===== src/rtl/instr_seq_ctrl.sv =====
// Fetch/decode/execute sequencer for the 8-bit mini-CPU: owns the PC and IR,
// drives the register-file strobes and the data-memory request/ack handshake.
module instr_seq_ctrl #(
  parameter int unsigned PC_W        = 8,
  parameter int unsigned MEM_TIMEOUT = 15
) (
  input  logic            clk,
  input  logic            clear,
  input  logic            start,
  input  logic            step_mode,
  output logic [PC_W-1:0] instr_addr,
  input  logic [7:0]      instruction,
  output logic            rf_we,
  output logic [1:0]      rf_waddr,
  output logic [1:0]      rf_raddr,
  output logic            rf_wsel,
  output logic [3:0]      imm,
  output logic            dmem_req,
  output logic            dmem_we,
  output logic [3:0]      dmem_addr,
  input  logic            dmem_ack,
  output logic            busy,
  output logic            halted,
  output logic            fault,
  output logic [7:0]      retired
);

  typedef enum logic [2:0] {
    S_IDLE,
    S_FETCH,
    S_DECODE,
    S_MEM,
    S_WB,
    S_PAUSE,
    S_HALT
  } state_t;

  typedef enum logic [1:0] {
    OP_LDI   = 2'b00,
    OP_LOAD  = 2'b01,
    OP_STORE = 2'b10,
    OP_STOP  = 2'b11
  } op_t;

  // Counter value seen in the last permitted MEM cycle without an ack.
  localparam logic [7:0] TMO_LAST = 8'(MEM_TIMEOUT - 1);

  state_t          state, state_nx;
  logic [PC_W-1:0] pc;
  logic [7:0]      ir;
  logic [7:0]      tcnt;
  logic [7:0]      ret_cnt;
  logic            fault_q;
  logic            retire;
  logic            set_fault;
  op_t             op;
  state_t          after_retire;

  assign op           = op_t'(ir[7:6]);
  assign after_retire = step_mode ? S_PAUSE : S_FETCH;

  always_comb begin
    state_nx  = state;
    rf_we     = 1'b0;
    rf_wsel   = 1'b0;
    dmem_req  = 1'b0;
    dmem_we   = 1'b0;
    busy      = 1'b0;
    halted    = 1'b0;
    retire    = 1'b0;
    set_fault = 1'b0;
    case (state)
      S_IDLE, S_PAUSE: begin
        if (start) state_nx = S_FETCH;
      end
      S_FETCH: begin
        busy     = 1'b1;
        state_nx = S_DECODE;
      end
      S_DECODE: begin
        busy = 1'b1;
        case (op)
          OP_LDI: begin
            rf_we    = 1'b1;
            retire   = 1'b1;
            state_nx = after_retire;
          end
          OP_LOAD, OP_STORE: state_nx = S_MEM;
          default:           state_nx = S_HALT;
        endcase
      end
      S_MEM: begin
        busy     = 1'b1;
        dmem_req = 1'b1;
        dmem_we  = (op == OP_STORE);
        // Ack wins over timeout, so an ack on the final permitted cycle is accepted.
        if (dmem_ack) begin
          if (op == OP_STORE) begin
            retire   = 1'b1;
            state_nx = after_retire;
          end else begin
            state_nx = S_WB;
          end
        end else if (tcnt == TMO_LAST) begin
          set_fault = 1'b1;
          state_nx  = S_HALT;
        end
      end
      S_WB: begin
        busy     = 1'b1;
        rf_we    = 1'b1;
        rf_wsel  = 1'b1;
        retire   = 1'b1;
        state_nx = after_retire;
      end
      S_HALT: begin
        halted = 1'b1;
      end
      default: state_nx = S_IDLE;
    endcase
  end

  always_ff @(posedge clk) begin
    if (clear) begin
      state   <= S_IDLE;
      pc      <= '0;
      ir      <= '0;
      tcnt    <= '0;
      ret_cnt <= '0;
      fault_q <= 1'b0;
    end else begin
      state <= state_nx;
      if (state == S_FETCH) begin
        ir <= instruction;
        pc <= pc + PC_W'(1);
      end
      if (state == S_MEM) tcnt <= tcnt + 8'd1;
      else                tcnt <= '0;
      if (retire && ret_cnt != '1) ret_cnt <= ret_cnt + 8'd1;
      if (set_fault) fault_q <= 1'b1;
    end
  end

  assign instr_addr = pc;
  assign rf_waddr   = ir[1:0];
  assign rf_raddr   = ir[1:0];
  assign imm        = ir[5:2];
  assign dmem_addr  = ir[5:2];
  assign fault      = fault_q;
  assign retired    = ret_cnt;

endmodule


===== config.mk =====
export PLATFORM = sky130hd
export DESIGN_NAME = instr_seq_ctrl
export DESIGN_NICKNAME = d
export VERILOG_FILES = /design/src/rtl/instr_seq_ctrl.sv
export SDC_FILE = /design/constraint.sdc
export NUM_CORES = 1
export LEC_CHECK = 0
export ABC_AREA = 0
export BUFFER_PORTS_ARGS = -buffer_cell sky130_fd_sc_hd__buf_4
export CAP_MARGIN = 5
export CORE_UTILIZATION = 52
export DETAILED_ROUTE_END_ITERATION = 10
export PLACE_DENSITY = 0.77
export SLEW_MARGIN = 20
export SYNTH_ARGS = -nofsm -noshare
export SYNTH_HDL_FRONTEND = slang
export SYNTH_SLANG_ARGS = --single-unit

===== constraint.sdc =====
create_clock -name clk -period 2.31 [get_ports clk]
set_clock_uncertainty 0.05 [all_clocks]
set_input_delay 0.1155 -clock clk [delete_from_list [all_inputs] [get_ports clk]]
set_output_delay 0.1155 -clock clk [all_outputs]
set_load 0.005 [all_outputs]

==> run metrics, run 1 <==
total track usage=21.2%; Max rail drop VDD=0.424 mV; post-synthesis sequential area ratio=40.3%; initial antenna violation count=0; HP Class=in -> reg; first-pass GRT wire length=5780 µm; outcome=finished, final reports clean; part of the power in registers=53.6%; Least-Margin Pin Slew=428 ps; layout cells sized above 1=26.4%; vias in the first global route=1329; top_reg_cell synth=dfxtp_1; Detailed Route Iter0 Violations=119; vias=1513; Gate power share=22.9%; kind of launch point of the worst setup path=register; DRC=0; # rows=20; Yosys cell types=42; #FFs+latches synth=36; Ports=48; Reg clk slew, reported paths=100 ps; Die Area=3680 µm²; vias per cell=5.22; # diodes=0; Clk Latency, worst-skew pair=340 ps; Num Clock Sinks=36; TritonCTS buffer count=5; FMAX=468 MHz; largest net degree at the start of global routing=33; switching share of total power=28.7%; Int Pwr=0.933 mW; sw power=0.375 mW; CP max FO=10; hold_ws=70.9 ps; clock share of power=23.5%; post-CTS setup buffer count=0; H-tree depth=2; Post-Syn Area=1790 µm²; Avg Cell Area, Syn=8.81 µm²; I/O Buffers=47; final WL=3470 µm; Fin. Hold Viols=0; RSZ-0062 raised after global routing=false; crit path cell chain=inv_1, or4_2, a21oi_1, buf_4; die height=60.6 µm; Layout Utilization=70.0%; Crit path required time=2140 ps; worst path arrival time=1970 ps; Final #Nets=263; post-cts sizing count=0; PwrDens=593 nW/µm²; Async SR Flop Fraction=0%; Ys Warns=0; routability congestion estimate=0.793; Fillers=272; wire length per cell=12.0 µm; drt first pass iters=4; total power=1.31 mW; CP peak stage delay=620 ps; starting density of the core=56.7%; Critical Path Sink Type=primary output; DP HPWL=2380 µm; hold_buf cts=8; Max Root-Sink Buffers=2; Cells after Synth=203; total gr overflow=0; critical path type=reg -> out; Mapped Nets=220; critical path's slowest cell=or4_2; # setup viols final=0; Slew headroom=71.4%; Sum Neg Setup Slack=0 ps; CTS tree=built; Pleak=0.925 nW; crit share post-route=92.5%; layout overhead on the synthesized area=23.4%; min Tclk post-route=2140 ps; die width=60.6 µm; Final ANT Viol Nets=0; clock root cell=clkbuf_4; Max Cap Viol=0; Post-synth EDFFs=0; core area=3150 µm²; Slew Limit Fails=0
[placed cells by master (no fill, tap or decap), types with 5 or more instances in the layout]
cell type / instances
mux2i_1: 11
nand2_1: 9
dfxtp_1: 36
inv_1: 6
clkbuf_4: 5
xnor2_1: 7
nor3_1: 5
buf_4: 49
nand4_1: 6
xor2_1: 10
nand3_1: 11
a21oi_1: 8
nor2_1: 35
dlygate4sd3_1: 8
[power groups by stage]
stage	Clock [mW]	Sequential, mW	Combinational [mW]
after floorplan	0	0.696	0.220
after global placement	0	0.712	0.284
after detailed placement	0	0.713	0.290
after CTS	0.319	0.700	0.301
after global routing	0.343	0.709	0.331
final	0.308	0.701	0.300
[path summary, 6_finish.rpt]
kind | cells after the start | end | startpoint | slack (ps)
hold / removal | 4 | fault | dmem_ack | 70
setup / recovery | 4 | rf_we | state[1] | 170
hold reg to reg | 2 | fault | fault | 400
setup reg to reg | 5 | retired[5] | ir[7] | 410
[stage by stage]
| step | instance area, µm² | cells | setup slack (ps) |
|---|---|---|---|
| 2_1_floorplan | 1790 | 203 | 518 |
| 3_3_place_gp | 2080 | 275 | 479 |
| 3_5_place_dp | 2080 | 275 | 442 |
| 4_1_cts | 2210 | 290 | 176 |
| 5_1_grt | 2210 | 290 | 83.2 |
| 6_report | 2210 | 290 | 174 |
[sequential cells by signal (all words and copies together), names as in the netlist]
name	flops
tcnt	8
instr_addr	8
state	3
retired	8
fault	1
ir	8
[critical path: cells and delay by family, from the launching register on]
kind	cells	cell delay, ps
DFF	1	530
and+or+nand+nor	1	620
AOI/OAI and AO/OA	1	180
buffers and inverters	2	300
[routing by layer]
| layer | track usage (%) | routed length (µm) | vias up |
|---|---|---|---|
| met2 | 35.5 | 1590 | 47 |
| li1 | - | - | 766 |
| met4 | 4.87 | 30 | 0 |
| met3 | 7.25 | 219 | 4 |
| met5 | 0 | 0 | - |
| met1 | 26.5 | 1630 | 696 |
[final cells by class]
type	instances	area [µm²]	area share (%)
flip-flops and latches	36	721	32.7
well taps	44	55.1	2.49
clock inverters	1	5.00	0.227
clock buffers	6	41.3	1.87
multi-input cells	140	915	41.4
inverters	6	22.5	1.02
repair buffers	57	448	20.3
[cell families (layout without fill, tap and decap cells)]
group | count (synthesis) | after routing | share of synthesized area [%]
compound gates | 22 | 22 | 9.10
flops | 36 | 36 | 40.3
simple gates | 84 | 84 | 23.2
fa+ha+maj | 4 | 4 | 2.80
xor+xnor | 17 | 17 | 8.33
mux | 13 | 13 | 7.42
buf+inv | 27 | 70 | 8.82
[Yosys cell counts, types with 2 or more instances]
library cell | number | area (µm²)
dfxtp_1 | 36 | 721
nor2_1 | 35 | 131
buf_4 | 12 | 90.1
mux2i_1 | 11 | 110
nand3_1 | 11 | 55.1
xor2_1 | 10 | 87.6
nand2_1 | 9 | 33.8
a21oi_1 | 8 | 40.0
xnor2_1 | 7 | 61.3
inv_1 | 6 | 22.5
nand4_1 | 6 | 37.5
nor3_1 | 5 | 25.0
ha_1 | 4 | 50.1
and3_1 | 3 | 18.8
buf_2 | 3 | 15.0
clkbuf_1 | 3 | 11.3
o21ai_0 | 3 | 15.0
and4_1 | 2 | 17.5
buf_1 | 2 | 7.51
mux2_1 | 2 | 22.5
nor2b_1 | 2 | 12.5
nor3b_1 | 2 | 15.0
o21a_2 | 2 | 17.5
(Power assumes the default switching activity.)
==> inputs of run 2 (changes only) <==
--- a/config.mk
+++ b/config.mk
@@ -11,6 +11,7 @@
 export CORE_UTILIZATION = 52
 export DETAILED_ROUTE_END_ITERATION = 10
 export PLACE_DENSITY = 0.77
+export RECOVER_POWER = 100
 export SLEW_MARGIN = 20
 export SYNTH_ARGS = -nofsm -noshare
 export SYNTH_HDL_FRONTEND = slang
==> run 2 against run 1 <==
Compared with the run above:
- core utilization down 0.79 points
- global-route usage unchanged
- wire length down 0.58%
- largest power group unchanged
==> run metrics, run 2 (synthesized netlist as in run 1, its figures left out) <==
PwrDens=592 nW/µm² (was 593 nW/µm²); Top Family by Delay on Critical Path=simple AND/OR/NAND/NOR gates (unchanged); metal2 WL=1590 µm (about the same); wire length per cell=11.9 µm (was 12.0 µm); drt first pass iters=4 (unchanged); Reg clk slew, reported paths=100 ps (about the same); multi-input logic area=901 µm² (was 915 µm²); # diodes=0 (unchanged); sw power=0.373 mW (was 0.375 mW); register area=721 µm² (unchanged); crit path buf inv count=2 (unchanged); outcome=finished, final reports clean (unchanged); Die Area=3680 µm² (unchanged); Fillers=280 (was 272); final WL=3450 µm (was 3470 µm); hold_ws=68.7 ps (was 70.9 ps); HP Class=in -> reg (unchanged); Pleak=0.891 nW (was 0.925 nW); # setup viols final=0 (unchanged); vias per cell=5.18 (was 5.22); clock share of power=24.0% (was 23.5%); hold_buf cts=8 (unchanged); Detailed Route Iter0 Violations=97 (was 119); part of the power in registers=54.1% (was 53.6%); first-pass GRT wire length=5780 µm (unchanged); Max Cap Viol=0 (unchanged); Ports=48 (unchanged); H-tree depth=2 (unchanged); post-cts sizing count=0 (unchanged); TritonCTS buffer count=5 (unchanged); Final #Nets=263 (unchanged); worst path arrival time=1960 ps (was 1970 ps); routability congestion estimate=0.793 (unchanged); Slew Limit Fails=0 (unchanged); routed length on met3=203 µm (was 219 µm); crit share post-route=92.2% (was 92.5%); total gr overflow=0 (unchanged); core area=3150 µm² (unchanged); initial antenna violation count=0 (unchanged); min Tclk post-route=2130 ps (was 2140 ps); Slew headroom=68.3% (was 71.4%); die height=60.6 µm (unchanged); DRC=0 (unchanged); total track usage=21.2% (unchanged); Num Clock Sinks=36 (unchanged); I/O Buffers=47 (unchanged); CP peak stage delay=620 ps (about the same); RSZ-0062 raised after global routing=false (unchanged); highest routed metal layer=met4 (unchanged); Critical Path Sink Type=primary output (unchanged); Sum Neg Setup Slack=0 ps (unchanged); starting density of the core=56.7% (unchanged); Clk Latency, worst-skew pair=340 ps (about the same); kind of launch point of the worst setup path=register (unchanged); Final ANT Viol Nets=0 (unchanged); die width=60.6 µm (unchanged); vias in the first global route=1329 (unchanged); vias=1503 (was 1513); # rows=20 (unchanged); Least-Margin Pin Slew=476 ps (was 428 ps); DP HPWL=2380 µm (unchanged); layout cells sized above 1=23.2% (was 26.4%); crit path cell chain=inv_1, or4_2, a21oi_1, clkbuf_4 (was inv_1, or4_2, a21oi_1, buf_4); Max rail drop VDD=0.423 mV (was 0.424 mV); Max Root-Sink Buffers=2 (unchanged); critical path's slowest cell=or4_2 (unchanged); FMAX=469 MHz (was 468 MHz); Fin. Hold Viols=0 (unchanged); met1 wire length=1620 µm (was 1630 µm); critical path type=reg -> out (unchanged); Gate power share=22.0% (was 22.9%); largest net degree at the start of global routing=33 (unchanged); CP max FO=10 (unchanged); post-CTS setup buffer count=0 (unchanged); highest-count cells in the layout ignoring fill and taps=36 x nor2_1, 36 x dfxtp_1, 35 x clkbuf_4, 16 x buf_4 (was 49 x buf_4, 36 x dfxtp_1, 35 x nor2_1, 11 x nand3_1, 11 x mux2i_1); Int Pwr=0.919 mW (was 0.933 mW); switching share of total power=28.9% (was 28.7%); layout overhead on the synthesized area=22.0% (was 23.4%); clock root cell=clkbuf_4 (unchanged); CTS tree=built (unchanged); Crit path required time=2140 ps (about the same)
==> run 2: changes by cell type in the layout (fill, tap and decap cells not counted), moves of 2 or more <==
cell,before,now
or2_0,0,2
clkbuf_4,5,35
buf_4,49,16
clkbuf_1,1,4
==> run 2: final timing paths <==
kind	start	to	slack [ps]	depth (start not counted)
max	state[1]	rf_we	180	4
min	dmem_ack	fault	70	4
min reg2reg	fault	fault	400	2
max reg2reg	ir[7]	retired[6]	330	5
==> run 2: tightest hold or removal path: cells and delay by family <==
family / cells / cell delay [ps]
AND/OR/NAND/NOR: 2 / 130
buffers and inverters: 1 / 120
AO/OA/AOI/OAI: 1 / 60
==> run 2: layout make-up <==
type	instances	share of cell area [%]
Tap cell	44	2.52
Sequential cell	36	33.0
Inverter	6	1.03
Timing Repair Buffer	57	20.0
Multi-Input combinational cell	140	41.3
Clock buffer	6	1.89
Clock inverter	1	0.229
==> run 2: layer usage <==
layer  GRT usage, %  vias to the layer above
li1               -                      765
met1           26.5                      692
met2           35.5                       42
met3           7.25                        4
met4           4.87                        0
met5              0                        -
==> run 2: per-stage QoR <==
step           worst slack (ps)  instance area [µm²]  utilization, %  total power [mW]  cells
2_1_floorplan               518                 1790               -             0.915    203
3_3_place_gp                479                 2080            66.0             0.996    275
3_5_place_dp                442                 2080            66.0              1.00    275
4_1_cts                     176                 2210            70.0              1.32    290
5_1_grt                    82.1                 2180            69.2              1.37    290
6_report                    180                 2180            69.2              1.29    290
==> run 2: power by group through the flow <==
| stage | Sequential [mW] | Combinational, mW | Clock (mW) |
|---|---|---|---|
| after floorplan | 0.696 | 0.220 | 0 |
| after global placement | 0.712 | 0.284 | 0 |
| after CTS | 0.700 | 0.301 | 0.319 |
| after detailed placement | 0.713 | 0.290 | 0 |
| after global routing | 0.707 | 0.316 | 0.343 |
| final | 0.699 | 0.284 | 0.310 |
==> inputs of run 3 (changes only) <==
--- a/config.mk
+++ b/config.mk
@@ -12,6 +12,7 @@
 export DETAILED_ROUTE_END_ITERATION = 10
 export PLACE_DENSITY = 0.77
 export RECOVER_POWER = 100
+export REMOVE_ABC_BUFFERS = 1
 export SLEW_MARGIN = 20
 export SYNTH_ARGS = -nofsm -noshare
 export SYNTH_HDL_FRONTEND = slang
==> run 3 against run 2 <==
Compared with the run above:
- sequential cell count unchanged
- largest power group unchanged
- core utilization up 1.1 points
- critical endpoint unchanged
- non-clock buffer count unchanged
- clock power up 38%
- hold slack better by 12 ps
==> run metrics, run 3 (synthesized netlist as in run 1, its figures left out) <==
hold_ws=80.4 ps (was 68.7 ps); Crit path required time=2140 ps (about the same); Detailed Route Iter0 Violations=92 (was 97); die height=60.6 µm (unchanged); PwrDens=637 nW/µm² (was 592 nW/µm²); drt first pass iters=4 (unchanged); vias in the first global route=1400 (was 1329); reg2reg end=instr_addr[4] (was retired[6]); total gr overflow=0 (unchanged); hold endpoint=fault (unchanged); Slew Limit Fails=0 (unchanged); Hold Crit Depth=4 (unchanged); final instance area=2220 µm² (was 2180 µm²); hold_buf cts=8 (unchanged); Max Root-Sink Buffers=2 (unchanged); Reg clk slew, reported paths=110 ps (was 100 ps); layout cells sized above 1=24.3% (was 23.2%); routed length on met3=188 µm (was 203 µm); die width=60.6 µm (unchanged); clock root cell=clkbuf_4 (unchanged); kind of launch point of the worst setup path=register (unchanged); # diodes=0 (unchanged); RR Startpoint=state[0] (was ir[7]); Num Clock Sinks=36 (unchanged); Slew headroom=67.1% (was 68.3%); total track usage=22.9% (was 21.2%); metal2 WL=1770 µm (was 1590 µm); Final ANT Viol Nets=0 (unchanged); core area=3150 µm² (unchanged); Critical Path Sink Type=primary output (unchanged); placed cell areas=2080 µm² (unchanged); vias per cell=5.22 (was 5.18); final WL=3660 µm (was 3450 µm); outcome=finished, final reports clean (unchanged); largest net degree at the start of global routing=33 (unchanged); starting density of the core=56.7% (unchanged); Worst Slack Setup Final=187 ps (was 180 ps); CTS tree=built (unchanged); initial antenna violation count=0 (unchanged); DRC=0 (unchanged); TritonCTS buffer count=5 (unchanged); post-CTS setup buffer count=0 (unchanged); HP Class=in -> reg (unchanged); Worst Reg-to-Reg Cells=6 (was 5); Max rail drop VDD=0.387 mV (was 0.423 mV); routability congestion estimate=0.862 (was 0.793); Die Area=3680 µm² (unchanged); crit share post-route=91.9% (was 92.2%); Reg2Reg Setup Slack=310 ps (was 330 ps); # setup viols final=0 (unchanged); worst path arrival time=1960 ps (about the same); post-cts sizing count=0 (unchanged); Sum Neg Setup Slack=0 ps (unchanged); placed cells=275 (unchanged); highest-count cells in the layout ignoring fill and taps=36 x nor2_1, 36 x clkbuf_4, 36 x dfxtp_1, 16 x buf_4 (was 36 x nor2_1, 36 x dfxtp_1, 35 x clkbuf_4, 16 x buf_4); H-tree depth=2 (unchanged); wire length per cell=12.6 µm (was 11.9 µm); Clk Latency, worst-skew pair=330 ps (was 340 ps); highest routed metal layer=met4 (unchanged); I/O Buffers=47 (unchanged); Fin. Hold Viols=0 (unchanged); Max Cap Viol=0 (unchanged); critical path type=reg -> out (unchanged); Layout Utilization=70.3% (was 69.2%); DP HPWL=2530 µm (was 2380 µm); Least-Margin Pin Slew=494 ps (was 476 ps); CP max FO=10 (unchanged); Place WS=474 ps (was 442 ps); non-filler cells, final=291 (was 290); Hold Crit Start=dmem_ack (unchanged); first-pass GRT wire length=6070 µm (was 5780 µm); FMAX=471 MHz (was 469 MHz); Final #Nets=263 (unchanged); # rows=20 (unchanged); total power=1.41 mW (was 1.29 mW); layout overhead on the synthesized area=24.0% (was 22.0%); Ports=48 (unchanged); vias=1519 (was 1503); met1 wire length=1650 µm (was 1620 µm); Pleak=0.912 nW (was 0.891 nW); min Tclk post-route=2120 ps (was 2130 ps); RSZ-0062 raised after global routing=false (unchanged)
[run 3: worst max-delay path by stage]
stage                   from       endpoint  slack [ps]
finish              state[1]          rf_we         190
global route        state[0]  instr_addr[4]          90
CTS                 state[1]          rf_we         180
detailed placement     ir[7]     retired[5]         470
global placement       ir[7]     retired[5]         490
floorplan           state[0]  instr_addr[5]        -400
[run 3: layout make-up]
type	count	area, µm²
Multi-Input combinational cell	140	901
Sequential cell	36	721
Clock inverter	2	35.0
Tap cell	44	55.1
Inverter	6	22.5
Fill cell	280	936
Clock buffer	6	41.3
Timing Repair Buffer	57	442
[run 3: critical path, stage by stage (launching register included)]
cell      delay, ps
dfxtp_1         520
inv_1           180
or4_2           630
a21oi_1         160
clkbuf_4        150
[run 3: power by group]
part           switching [mW]  internal, mW
Sequential             0.0437         0.655
Clock                   0.202         0.227
Combinational           0.132         0.152
Total                   0.378          1.03
[run 3: layer usage]
metal	global-route usage [%]	vias up
met5	0	-
met4	9.09	0
met3	7.68	5
met2	37.2	47
met1	28.0	703
li1	-	764
